<file path="config.mk">
export PLATFORM = sky130hd
export DESIGN_NAME = alu64_responder_flat
export DESIGN_NICKNAME = d
export VERILOG_FILES = /design/src/rtl/alu64_pkg.sv /design/src/rtl/alu64_if.sv /design/src/rtl/alu64_rsp_fifo.sv /design/src/rtl/alu64_responder.sv /design/src/flat_wrapper.sv
export SDC_FILE = /design/constraint.sdc
export NUM_CORES = 1
export LEC_CHECK = 0
export ABC_AREA = 1
export BUFFER_PORTS_ARGS = -buffer_cell sky130_fd_sc_hd__buf_2
export CAP_MARGIN = 20
export CORE_MARGIN = 8
export CORE_UTILIZATION = 47
export CTS_CLUSTER_DIAMETER = 50
export CTS_CLUSTER_SIZE = 8
export DETAILED_ROUTE_END_ITERATION = 6
export PLACE_DENSITY = 0.69
export SYNTH_ARGS = -nofsm -noshare
export SYNTH_HDL_FRONTEND = slang
export SYNTH_SLANG_ARGS = --single-unit
</file>
<file path="constraint.sdc">
create_clock -name clk -period 5.2 [get_ports clk]
set_clock_uncertainty 0.05 [all_clocks]
set_input_delay 1.04 -clock clk [delete_from_list [all_inputs] [get_ports clk]]
set_output_delay 1.04 -clock clk [all_outputs]
set_load 0.03 [all_outputs]
</file>
<file path="src/rtl/alu64_pkg.sv">
// alu64_pkg: opcodes, flag indices and response entry layout shared by the ALU responder.
// The response entry carries {V,C,N,Z} only when ALU64_FLAGS_EN is defined.
package alu64_pkg;
  localparam logic [2:0] OP_AND = 3'b000;
  localparam logic [2:0] OP_OR  = 3'b001;
  localparam logic [2:0] OP_XOR = 3'b010;
  localparam logic [2:0] OP_ADD = 3'b011;
  localparam logic [2:0] OP_SUB = 3'b100;
  localparam logic [2:0] OP_NOT = 3'b101;
  localparam int FLAG_Z = 0;
  localparam int FLAG_N = 1;
  localparam int FLAG_C = 2;
  localparam int FLAG_V = 3;
`ifdef ALU64_FLAGS_EN
  typedef struct packed {
    logic       err;
    logic [3:0] flags;
  } rsp_meta_t;
`else
  typedef struct packed {
    logic err;
  } rsp_meta_t;
`endif
  localparam int META_W = $bits(rsp_meta_t);
endpackage

</file>
<file path="src/rtl/alu64_if.sv">
// alu64_if: request/response valid-ready channels between issuing master and ALU responder.
// rsp_flags exists only when ALU64_FLAGS_EN is defined.
interface alu64_if #(parameter int WIDTH = 64);
  logic             req_valid;
  logic             req_ready;
  logic [2:0]       req_op;
  logic [WIDTH-1:0] req_a;
  logic [WIDTH-1:0] req_b;
  logic             rsp_valid;
  logic             rsp_ready;
  logic [WIDTH-1:0] rsp_result;
  logic             rsp_err;
`ifdef ALU64_FLAGS_EN
  logic [3:0]       rsp_flags;
`endif
  modport master (
    output req_valid, req_op, req_a, req_b, rsp_ready,
    input  req_ready, rsp_valid, rsp_result, rsp_err
`ifdef ALU64_FLAGS_EN
    , input rsp_flags
`endif
  );
  modport slave (
    input  req_valid, req_op, req_a, req_b, rsp_ready,
    output req_ready, rsp_valid, rsp_result, rsp_err
`ifdef ALU64_FLAGS_EN
    , output rsp_flags
`endif
  );
endinterface

</file>
<file path="src/rtl/alu64_rsp_fifo.sv">
// alu64_rsp_fifo: DEPTH-entry synchronous FIFO (power-of-2 depth) with sync active-low reset.
module alu64_rsp_fifo #(
  parameter int W     = 65,
  parameter int DEPTH = 2
) (
  input  logic         clk,
  input  logic         rst_n,
  input  logic         i_push,
  input  logic         i_pop,
  input  logic [W-1:0] i_din,
  output logic [W-1:0] o_dout,
  output logic         o_full,
  output logic         o_empty
);
  localparam int AW = $clog2(DEPTH);
  logic [W-1:0]  r_mem [DEPTH];
  logic [AW-1:0] r_wr;
  logic [AW-1:0] r_rd;
  logic [AW:0]   r_count;
  always_ff @(posedge clk) begin
    if (!rst_n) begin
      r_wr    <= '0;
      r_rd    <= '0;
      r_count <= '0;
    end else begin
      if (i_push) begin
        r_mem[r_wr] <= i_din;
        r_wr        <= r_wr + 1'b1;
      end
      if (i_pop) r_rd <= r_rd + 1'b1;
      r_count <= r_count + (AW+1)'(i_push) - (AW+1)'(i_pop);
    end
  end
  assign o_dout  = r_mem[r_rd];
  assign o_full  = r_count == (AW+1)'(DEPTH);
  assign o_empty = r_count == '0;
endmodule

</file>
<file path="src/rtl/alu64_responder.sv">
// alu64_responder: computes AND/OR/XOR/ADD/SUB/NOT in the acceptance cycle and queues results in order.
// Optional ALU64_FLAGS_EN adds {V,C,N,Z} flags per response.
module alu64_responder
  import alu64_pkg::*;
#(
  parameter int WIDTH = 64,
  parameter int DEPTH = 2
) (
  input logic   clk,
  input logic   rst_n,
  alu64_if.slave bus
);
  localparam int EW = WIDTH + META_W;
  logic             w_sub;
  logic             w_err;
  logic [WIDTH-1:0] w_b;
  logic [WIDTH:0]   w_sum;
  logic [WIDTH-1:0] w_res;
  rsp_meta_t        w_meta;
  logic [EW-1:0]    w_head;
  logic [WIDTH-1:0] w_head_res;
  rsp_meta_t        w_head_meta;
  logic             w_push;
  logic             w_pop;
  logic             w_full;
  logic             w_empty;
  // SUB reuses the adder as A + ~B + 1 so carry-out means "no borrow"
  always_comb begin
    w_sub = bus.req_op == OP_SUB;
    w_b   = w_sub ? ~bus.req_b : bus.req_b;
    w_sum = {1'b0, bus.req_a} + {1'b0, w_b} + {{WIDTH{1'b0}}, w_sub};
    w_err = bus.req_op > OP_NOT;
    w_res = bus.req_op == OP_AND ? bus.req_a & bus.req_b :
            bus.req_op == OP_OR  ? bus.req_a | bus.req_b :
            bus.req_op == OP_XOR ? bus.req_a ^ bus.req_b :
            (bus.req_op == OP_ADD || w_sub) ? w_sum[WIDTH-1:0] :
            bus.req_op == OP_NOT ? ~bus.req_a : '0;
    w_meta     = '0;
    w_meta.err = w_err;
`ifdef ALU64_FLAGS_EN
    w_meta.flags[FLAG_Z] = !w_err && w_res == '0;
    w_meta.flags[FLAG_N] = w_res[WIDTH-1];
    w_meta.flags[FLAG_C] = (bus.req_op == OP_ADD || w_sub) && w_sum[WIDTH];
    w_meta.flags[FLAG_V] = (bus.req_op == OP_ADD || w_sub) &&
                           bus.req_a[WIDTH-1] == w_b[WIDTH-1] &&
                           w_sum[WIDTH-1] != bus.req_a[WIDTH-1];
`endif
  end
  assign w_pop         = bus.rsp_valid && bus.rsp_ready;
  assign bus.req_ready = rst_n && (!w_full || w_pop);
  assign w_push        = bus.req_valid && bus.req_ready;
  alu64_rsp_fifo #(.W(EW), .DEPTH(DEPTH)) u_fifo (
    .clk     (clk),
    .rst_n   (rst_n),
    .i_push  (w_push),
    .i_pop   (w_pop),
    .i_din   ({w_res, w_meta}),
    .o_dout  (w_head),
    .o_full  (w_full),
    .o_empty (w_empty)
  );
  assign {w_head_res, w_head_meta} = w_head;
  assign bus.rsp_valid  = !w_empty;
  assign bus.rsp_result = w_empty ? '0 : w_head_res;
  assign bus.rsp_err    = !w_empty && w_head_meta.err;
`ifdef ALU64_FLAGS_EN
  assign bus.rsp_flags  = w_empty ? '0 : w_head_meta.flags;
`endif
endmodule

</file>
<file path="src/flat_wrapper.sv">
// flat-port wrapper written by rule: the top's interface ports become plain ports
module alu64_responder_flat import alu64_pkg::*;
#(
  parameter int WIDTH = 64,
  parameter int DEPTH = 2
)
  (clk, rst_n, bus_req_valid, bus_req_op, bus_req_a, bus_req_b, bus_rsp_ready, bus_req_ready, bus_rsp_valid, bus_rsp_result, bus_rsp_err);
  alu64_if #(.WIDTH(WIDTH)) bus_i ();
  input logic clk;
  input logic rst_n;
  input wire logic [$bits(bus_i.req_valid)-1:0] bus_req_valid;
  input wire logic [$bits(bus_i.req_op)-1:0] bus_req_op;
  input wire logic [$bits(bus_i.req_a)-1:0] bus_req_a;
  input wire logic [$bits(bus_i.req_b)-1:0] bus_req_b;
  input wire logic [$bits(bus_i.rsp_ready)-1:0] bus_rsp_ready;
  output wire logic [$bits(bus_i.req_ready)-1:0] bus_req_ready;
  output wire logic [$bits(bus_i.rsp_valid)-1:0] bus_rsp_valid;
  output wire logic [$bits(bus_i.rsp_result)-1:0] bus_rsp_result;
  output wire logic [$bits(bus_i.rsp_err)-1:0] bus_rsp_err;
  assign bus_i.req_valid = bus_req_valid;
  assign bus_i.req_op = bus_req_op;
  assign bus_i.req_a = bus_req_a;
  assign bus_i.req_b = bus_req_b;
  assign bus_i.rsp_ready = bus_rsp_ready;
  assign bus_req_ready = bus_i.req_ready;
  assign bus_rsp_valid = bus_i.rsp_valid;
  assign bus_rsp_result = bus_i.rsp_result;
  assign bus_rsp_err = bus_i.rsp_err;
  alu64_responder #(.WIDTH(WIDTH), .DEPTH(DEPTH)) u_core (.clk(clk), .rst_n(rst_n), .bus(bus_i));
endmodule
</file>
## Word level (Yosys, flattened, before mapping)

Memory sizes are Yosys's and may differ from the RTL's. A register that Yosys moved wholly into a read port is not among the register bits.
Cells that the tools add are included.

- Magnitude comparators: 1
- $add $sub $neg: 6
- Reduce and logical (&&, ||, !) cells: 10
- Mux-type cells: 12
- Bitwise logic cells: 5
- Eq/ne operators: 6

Operator list:

| cell | count |
|---|---|
| 64-bit 2-to-1 mux | 7 |
| 64-bit NOT | 2 |
| 64-bit by 1-bit adder with 64-bit output | 1 |
| 64-bit adder | 1 |
| 64-bit bitwise AND | 1 |
| 64-bit OR | 1 |
| 64-bit bitwise XOR | 1 |
| 3-bit by 2-bit == test with 1-bit output (second input constant) | 2 |
| 3-bit == test (second input constant) | 2 |
| 1-bit 2-to-1 mux | 5 |
| 1-bit logical AND | 4 |
| 3-bit by 1-bit == test with 1-bit output (second input constant) | 1 |
| 3-bit greater-than comparator (second input constant) | 1 |
| 3-bit logical NOT | 1 |
| 1-bit adder (second input constant) | 2 |
| 2-bit by 1-bit adder with 2-bit output | 1 |
| 2-bit == test (second input constant) | 1 |
| 1-bit logical NOT | 2 |
| 2-bit logical NOT | 1 |
| 1-bit logical OR | 2 |
| 2-bit by 1-bit subtractor with 2-bit output | 1 |

- Bits in registers: 4
- Memories: 1
- Memory bits (writable): 130

Memory list:

| memory | words | bits a word | rd ports | clocked after memory_dff | write ports | line | source |
|---|---|---|---|---|---|---|---|
| u_core.u_fifo.r_mem | 2 | 65 | 1 | 1 | 1 | alu64_rsp_fifo.sv:16 | `logic [W-1:0] r_mem [DEPTH];` |

## Longest topological paths before layout

Gate-level depths: netlist of the first run.

- Depth in word-level cells: 9
- Mapped depth: 22

## By module

A second synthesis of the first run with hierarchy kept.

- Cells, all modules: 2162
- Area, all modules: 15603.7 um^2

By module, submodules not included:

| module | cells each | sequential area each (um^2) | instances | area an instance (um^2) |
|---|---|---|---|---|
| alu64_responder | 1928 | 0.0 | 1 | 10478.8 |
| alu64_rsp_fifo | 234 | 4003.8 | 1 | 5124.9 |

## Worst setup path before layout of the first run

Ideal clock, no wire load.

- Path kind: input port to flip-flop
- Start: in bus_rsp_ready
- End: mem u_core.u_fifo.r_mem[0][0] (enable)
- Required time: 4.661 ns
- Stages on the path: 4
- Buffers on the path: 0
- Data arrival time: 4.217 ns
- Library setup time: 0.489 ns
- Slack: 0.444 ns
- Path through: o31ai_1 inv_1 nand2_1 nor2_1

- Word-level cells in the longest chain between the ends: 7

RTL lines:

| what | line | source |
|---|---|---|
| from (decl) | flat_wrapper.sv:15 | `input wire logic [$bits(bus_i.rsp_ready)-1:0] bus_rsp_ready;` |
| 1-bit logical AND | alu64_responder.sv:49 | `assign w_pop = bus.rsp_valid && bus.rsp_ready;` |
| 1-bit logical OR | alu64_responder.sv:50 | `assign bus.req_ready = rst_n && (!w_full \|\| w_pop);` |
| 1-bit logical AND | alu64_responder.sv:50 |  |
| via bus_req_ready | flat_wrapper.sv:16 | `output wire logic [$bits(bus_i.req_ready)-1:0] bus_req_ready;` |
| 1-bit logical AND | alu64_responder.sv:51 | `assign w_push = bus.req_valid && bus.req_ready;` |
| 1-bit 2-to-1 mux | alu64_rsp_fifo.sv:26 | `if (i_push) begin` |
| 1-bit 2-to-1 mux | alu64_rsp_fifo.sv:21 | `if (!rst_n) begin` |
| 1-bit 2-to-1 mux (not written as such) | alu64_rsp_fifo.sv:27 | `r_mem[r_wr] <= i_din;` |
| to (decl) | alu64_rsp_fifo.sv:16 |  |

The timed path passes the listed nets, and every way through them passes these cells.

## Worst setup path in the final report of the first run

- Start: in bus_req_op[1]
- End: mem u_core.u_fifo.r_mem[0][38], data pin

- Word-level cells in the longest chain between the ends: 8
- Elaborated cells between the ends (all ways): 15
- Classes of those cells: add/sub (2); eq/ne (5); mux (6); reduce/logical (2)

RTL lines:

| what | line | source |
|---|---|---|
| from (decl) | flat_wrapper.sv:12 | `input wire logic [$bits(bus_i.req_op)-1:0] bus_req_op;` |
| 3-bit == test | alu64_responder.sv:29 | `w_sub = bus.req_op == OP_SUB;` |
| 64-bit 2-to-1 mux | alu64_responder.sv:30 | `w_b = w_sub ? ~bus.req_b : bus.req_b;` |
| 64-bit adder | alu64_responder.sv:31 | `w_sum = {1'b0, bus.req_a} + {1'b0, w_b} + {{WIDTH{1'b0}}, w_sub};` |
| 64-bit by 1-bit adder with 64-bit output | alu64_responder.sv:31 |  |
| 64-bit 2-to-1 mux | alu64_responder.sv:36 | `(bus.req_op == OP_ADD \|\| w_sub) ? w_sum[WIDTH-1:0] :` |
| 64-bit 2-to-1 mux | alu64_responder.sv:35 | `bus.req_op == OP_XOR ? bus.req_a ^ bus.req_b :` |
| 64-bit 2-to-1 mux | alu64_responder.sv:34 | `bus.req_op == OP_OR ? bus.req_a \| bus.req_b :` |
| 64-bit 2-to-1 mux * | alu64_responder.sv:33 | `w_res = bus.req_op == OP_AND ? bus.req_a & bus.req_b :` |
| via u_core.u_fifo.i_din[38] | alu64_rsp_fifo.sv:10 | `input logic [W-1:0] i_din,` |

The timed path passes the listed nets; every way through them passes the cells marked *.

==> flow_metrics.tcl, run 1 <==
set metrics [dict create \
    core_sq_um 31300 \
    crit_type "primary input to flop" \
    synth_most_common_cell "nand2_1" \
    cp_max_fo 22 \
    ant_nets 0 \
    grt_pass1_wl_mm 85.9 \
    post_cts_buffers 0 \
    routed_via_density 5.50 \
    setup_viol_count_final 0 \
    ctsHoldBuffers 0 \
    synth-edff-count 130 \
    power.total_mw 5.16 \
    drc_errors 0 \
    path_cells "buf_2 > nor2_2 > nand2_4 > buf_4 > xor2_1 > ha_1 > nand2_1 > nor2_1 > inv_1 > nor2_1 > inv_1 > nor2_1 > nand4_1 > nand3_1 > nand2_1 > nand3_1 > o21ai_0 > inv_1 > nand4_1" \
    clock-root-buffer "clkbuf_16" \
    postSynthAreaPerCell_sq_um 6.92 \
    fin_area_sq_um 16900 \
    cts.sinks 135 \
    first_pass_iters 6 \
    die_h_um 193 \
    cp.required_ns 5.32 \
    holdCritStartpoint "u_core.u_fifo.r_rd$_SDFFE_PN0P_" \
    yosysSeqAreaShare 0.270 \
    wl_mm 55.8 \
    hold_viol_final 0 \
    syn_area_sq_um 14800 \
    clk_path_buf_depth 2 \
    ir_drop_mv 0.221 \
    async_flop_share 0 \
    cp_slowest_cell "ha_1" \
    gr-total-overflow 0 \
    synthCells 2140 \
    drv_cap 0 \
    synth_seq_cells 135 \
    fin_util 0.539 \
    grt_max_degree 66 \
    htreeDepth 4 \
    hold_path_class "flop to flop" \
    path_clk_slew_ns 0.06 \
    synthTopCellsByArea "edfxtp_1 26%, ha_1 17%, nand2_1 14%" \
    endpoint_kind "flop" \
    finalCritPeriodShare 0.847 \
    clkLatencyLatePin_ns 0.45 \
    cp_data_arrival_time_ns 4.53 \
    crit_path_max_incr_delay_ns 0.39 \
    fin_cells 2734 \
    synthFlopType "edfxtp_1" \
    dp.cells 2701 \
    vias 15000 \
    critical_path_buf_inv_count 5 \
    grt_pass1_vias 14600 \
    fmax_mhz 227 \
    die_area_sq_um 37400 \
    synth_top_area_share 0.264 \
    synthTopCellsByCount "533 x nand2_1, 287 x inv_1, 227 x a21oi_1, 198 x ha_1, 192 x nor2_1" \
    fin_setup_tns_ns 0 \
    synth_area_leader_cell "edfxtp_1" \
    nFillCells 3161 \
    antenna_found_initial 3 \
    cts_resized 0 \
    core.rowCount 65 \
    start_util 0.473 \
    io_pins 202 \
    slew_violations 0 \
    r2r-start "u_core.u_fifo.r_count[0]$_SDFF_PN0_" \
    syn_to_final_growth_pct 14.1 \
    postPlaceCellArea_sq_um 16300 \
    numCtsBuffers 17 \
    place.gp.congestion 0.968 \
    ys_warn_count 0 \
    tightest_slew_ns 1.04 \
    fp.dieW_um 193 \
    drt_first_iter_violations 1381 \
    yosysUniqueCellTypes 46 \
    start_kind "primary input" \
    cp-startpoint "bus_req_op[1]" \
    finalNetCount 2653 \
    outcome "finished clean" \
    tritoncts "done" \
    track_usage 0.291 \
    maxSlewHeadroom 0.309 \
    critPathTopFamily "simple AND/OR/NAND/NOR gates" \
    fin_crit_ns 4.40 \
    portBuffers 201 \
    synthesis.nets 2474 \
    p_per_area_nw_per_um2 305 \
    p_leak_nw 8.07 \
    drive_gt1_frac 0.153 \
    rsz0062_at_grt "no" \
    wl_per_cell_um 20.4 \
    antenna_cells 0 \
    hpwl_mm 44.3 \
]
[placed cells by master, fill, tap and decap left out, types with 7 or more instances in the layout]
| cell | n |
|---|---|
| o21ai_1 | 8 |
| nor2_1 | 188 |
| nor3_1 | 14 |
| or2_0 | 8 |
| a211oi_1 | 7 |
| inv_2 | 8 |
| nand2_1 | 533 |
| a21oi_1 | 227 |
| nand3_1 | 119 |
| clkbuf_16 | 17 |
| nand4_1 | 10 |
| or2_2 | 63 |
| o21ai_0 | 101 |
| ha_1 | 198 |
| buf_4 | 17 |
| inv_1 | 286 |
| edfxtp_1 | 130 |
| xor2_1 | 67 |
| nand3b_1 | 17 |
| nand2_2 | 17 |
| o21bai_1 | 9 |
| buf_2 | 201 |
[layout make-up]
| type | count | area [sq um] | area share |
|---|---|---|---|
| clock buffer | 17 | 425 | 0.0252 |
| clock inverter | 15 | 165 | 0.00978 |
| inverter | 295 | 1110 | 0.0656 |
| multi-input combinational | 1649 | 9480 | 0.561 |
| sequential | 135 | 4010 | 0.237 |
| tap | 402 | 503 | 0.0298 |
| timing repair buffer | 221 | 1200 | 0.0711 |
[worst paths after layout]
check,endpoint,slack [ns],cells past startpoint
hold reg to reg,flop,0.41,1
setup reg to reg,u_core.u_fifo.r_count[1]$_SDFF_PN0_,2.77,9
hold / removal,flop,0.41,1
setup / recovery,u_core.u_fifo.r_mem[0][38]$_DFFE_PP_,0.80,19
[flip-flops by register name, summed over array words and instances, names as in the netlist, named ones only]
name,count
u_core.u_fifo.r_rd,1
u_core.u_fifo.r_mem,130
u_core.u_fifo.r_wr,1
u_core.u_fifo.r_count,2
[metal layers]
metal  track usage  vias to the layer above  wire [um]
li1              -                     7328          -
met5             0                        -          0
met3        0.0382                       56       3400
met2         0.463                      506      24800
met1         0.413                     7139      26700
met4        0.0716                        0        899
[kinds of logic after synthesis]
group                    Yosys count  share of synthesized area
AO/OA/AOI/OAI                    387                      0.140
XOR/XNOR                          69                     0.0408
adder cells (fa/ha/maj)          199                      0.169
buffers and inverters            356                     0.0913
flip-flops                       135                      0.270
AND/OR/NAND/NOR                  994                      0.289
[stage by stage]
step	setup slack (ns)	hold WS, ns
after CTS	0.940	0.416
after global placement	0.423	0.383
after global routing	0.648	0.436
after detailed placement	0.454	0.396
final	0.796	0.414
after floorplan	0.444	0.375
[where the power goes]
group	total, mW	internal [mW]	switching [mW]
Combinational	2.53	0.688	1.84
Clock	1.27	0.716	0.556
Sequential	1.35	1.31	0.0444
(Power assumes the default switching activity.)
==> run 2: changes to the inputs <==
==> constraint.sdc (replaced) <==
create_clock -name clk -period 4.6 [get_ports clk]
set_clock_uncertainty 0.05 [all_clocks]
set_input_delay 0.92 -clock clk [delete_from_list [all_inputs] [get_ports clk]]
set_output_delay 0.92 -clock clk [all_outputs]
set_load 0.03 [all_outputs]
==> run 2 against run 1 <==
Against the previous run:
- count of clock-buffer cells in the layout unchanged
- utilization about the same
- non-clock buffer count grew 2
- flip-flop and latch count unchanged
- combinational power increased by 13%
- total power grew 12%
- wire length fell by 2.4%
- die area unchanged
- worst hold slack worse by 0.00095 ns
- clock power increased by 9%
- critical path type unchanged
- highest routed layer unchanged
==> flow_metrics.tcl, run 2 (synthesis results as in run 1) <==
set metrics [dict create \
    outcome "finished clean" \
    die_h_um 193 \
    ant_nets 0 \
    drc_errors 0 \
    setup_viol_count_final 0 \
    holdCritStartpoint "u_core.u_fifo.r_rd$_SDFFE_PN0P_" \
    postPlaceCellArea_sq_um 16300 \
    start_kind "primary input" \
    syn_to_final_growth_pct 14.1 \
    fin_util 0.539 \
    cp.required_ns 4.72 \
    r2r-start "u_core.u_fifo.r_count[0]$_SDFF_PN0_" \
    reg2reg_depth 5 \
    fin_area_sq_um 16900 \
    sw_frac_of_total 0.470 \
    min_to "u_core.u_fifo.r_rd$_SDFFE_PN0P_" \
    wl_per_cell_um 19.9 \
    vias 15000 \
    grt_pass1_wl_mm 82.9 \
    fin_crit_ns 4.19 \
    wl_mm 54.4 \
    drv_cap 0 \
    antenna_found_initial 3 \
    drt_first_iter_violations 1245 \
    htreeDepth 4 \
    grt_max_degree 66 \
    tightest_slew_ns 1.08 \
    clock-root-buffer "clkbuf_16" \
    nFillCells 3095 \
    r2r_slack_ns 2.46 \
    post_cts_buffers 0 \
    largest_register_ffs 130 \
    endpoint_kind "flop" \
    die_area_sq_um 37400 \
    top_register "u_core.u_fifo.r_mem" \
    drive_gt1_frac 0.154 \
    gr-total-overflow 0 \
    routed_via_density 5.49 \
    first_pass_iters 6 \
    clkLatencyLatePin_ns 0.45 \
    hold_viol_final 0 \
    switchingPower_mw 2.71 \
    most-common-layout-cells "533 x nand2_1, 286 x inv_1, 227 x a21oi_1" \
    antenna_cells 0 \
    fmax_mhz 238 \
    cp_max_fo 63 \
    track_usage 0.281 \
    slew_violations 0 \
    r2r-end "u_core.u_fifo.r_mem[0][54]$_DFFE_PP_" \
    portBuffers 201 \
    tritoncts "done" \
    clockPowerShare 0.241 \
    clk_path_buf_depth 2 \
    crit_type "primary input to flop" \
    numCtsBuffers 17 \
    start_util 0.473 \
    grt_pass1_vias 14300 \
    p_per_area_nw_per_um2 341 \
    layout_commonest_cell "nand2_1" \
    hpwl_mm 43.2 \
    core_sq_um 31300 \
    reg_top3 "u_core.u_fifo.r_mem x130, u_core.u_fifo.r_count x2" \
    io_pins 202 \
    ctsHoldBuffers 0 \
    hold_path_class "flop to flop" \
    core.rowCount 65 \
    cp-startpoint "bus_req_op[1]" \
    hold_depth 1 \
    rsz0062_at_grt "no" \
    p_leak_nw 8.08 \
    maxSlewHeadroom 0.281 \
    pwr-share-seq 0.262 \
    fp.dieW_um 193 \
    ir_drop_mv 0.255 \
    place.gp.congestion 0.987 \
    path_clk_slew_ns 0.06 \
    p_int_mw 3.05 \
    cp_data_arrival_time_ns 4.32 \
    finalNetCount 2655 \
    cts.sinks 135 \
    finalCritPeriodShare 0.912 \
    cts_resized 0 \
    combPwrFrac 0.497 \
]
[run 2: cell types whose count changed in the layout (fill, tap and decap cells not counted), sizes merged]
cell | previous run | this run
inv | 300 | 296
clkinvlp | 3 | 1
buf | 221 | 223
clkinv | 5 | 10
[run 2: critical path, stage by stage]
cell     delay [ns]
buf_2          0.13
nor2_2         0.21
nand2_4        0.10
buf_12         0.26
xor2_1         0.20
ha_1           0.43
nand2_1        0.14
nor2_1         0.16
inv_1          0.07
nor2_1         0.32
inv_1          0.14
nor2_1         0.29
nand4_1        0.24
nand3_1        0.15
nand2_1        0.05
nand3_1        0.13
o21ai_0        0.12
inv_1          0.09
nand4_1        0.12
[run 2: power by group through the flow]
| stage | Clock [mW] | Sequential, mW | Combinational [mW] |
|---|---|---|---|
| final | 1.39 | 1.51 | 2.86 |
| after detailed placement | 0 | 1.53 | 2.83 |
| after global routing | 1.44 | 1.52 | 3.10 |
| after floorplan | 0 | 1.53 | 1.81 |
| after global placement | 0 | 1.53 | 2.80 |
| after CTS | 1.40 | 1.51 | 2.84 |
[run 2: metal layers]
layer / track usage / up-vias / part of all wire
li1: - / 7335 / -
met1: 0.398 / 7112 / 0.47
met2: 0.435 / 492 / 0.44
met3: 0.0455 / 75 / 0.069
met4: 0.0830 / 0 / 0.024
met5: 0 / - / 0
[run 2: worst max path at each step]
stage | to | slack [ns] | depth (start not counted)
after floorplan | u_core.u_fifo.r_mem[0][0]$_DFFE_PP_ | -0.04 | 4
after global placement | u_core.u_fifo.r_mem[1][38]$_DFFE_PP_ | 0.05 | 19
after detailed placement | u_core.u_fifo.r_mem[1][38]$_DFFE_PP_ | 0.03 | 19
after CTS | u_core.u_fifo.r_mem[0][38]$_DFFE_PP_ | 0.51 | 19
after global routing | u_core.u_fifo.r_mem[0][38]$_DFFE_PP_ | 0.24 | 19
final | u_core.u_fifo.r_mem[0][38]$_DFFE_PP_ | 0.41 | 19
[run 2: final cells by class]
type | instances | area [sq um] | share of cell area
Clock buffer | 17 | 425 | 0.0252
Tap cell | 402 | 503 | 0.0298
Clock inverter | 14 | 153 | 0.00904
Multi-Input combinational cell | 1649 | 9480 | 0.562
Sequential cell | 135 | 4010 | 0.237
Inverter | 295 | 1110 | 0.0656
Timing Repair Buffer | 223 | 1210 | 0.0716
[run 2: through the flow]
stage | cells | setup TNS, ns | worst slack, ns | total power, mW | hold WS, ns
global placement | 2703 | 0 | 0.0482 | 4.34 | 0.387
detailed placement | 2703 | 0 | 0.0298 | 4.36 | 0.406
floorplan | 2140 | -4.68 | -0.0360 | 3.34 | 0.375
finish | 2735 | 0 | 0.406 | 5.76 | 0.413
global route | 2735 | 0 | 0.238 | 6.06 | 0.432
CTS | 2734 | 0 | 0.510 | 5.76 | 0.416
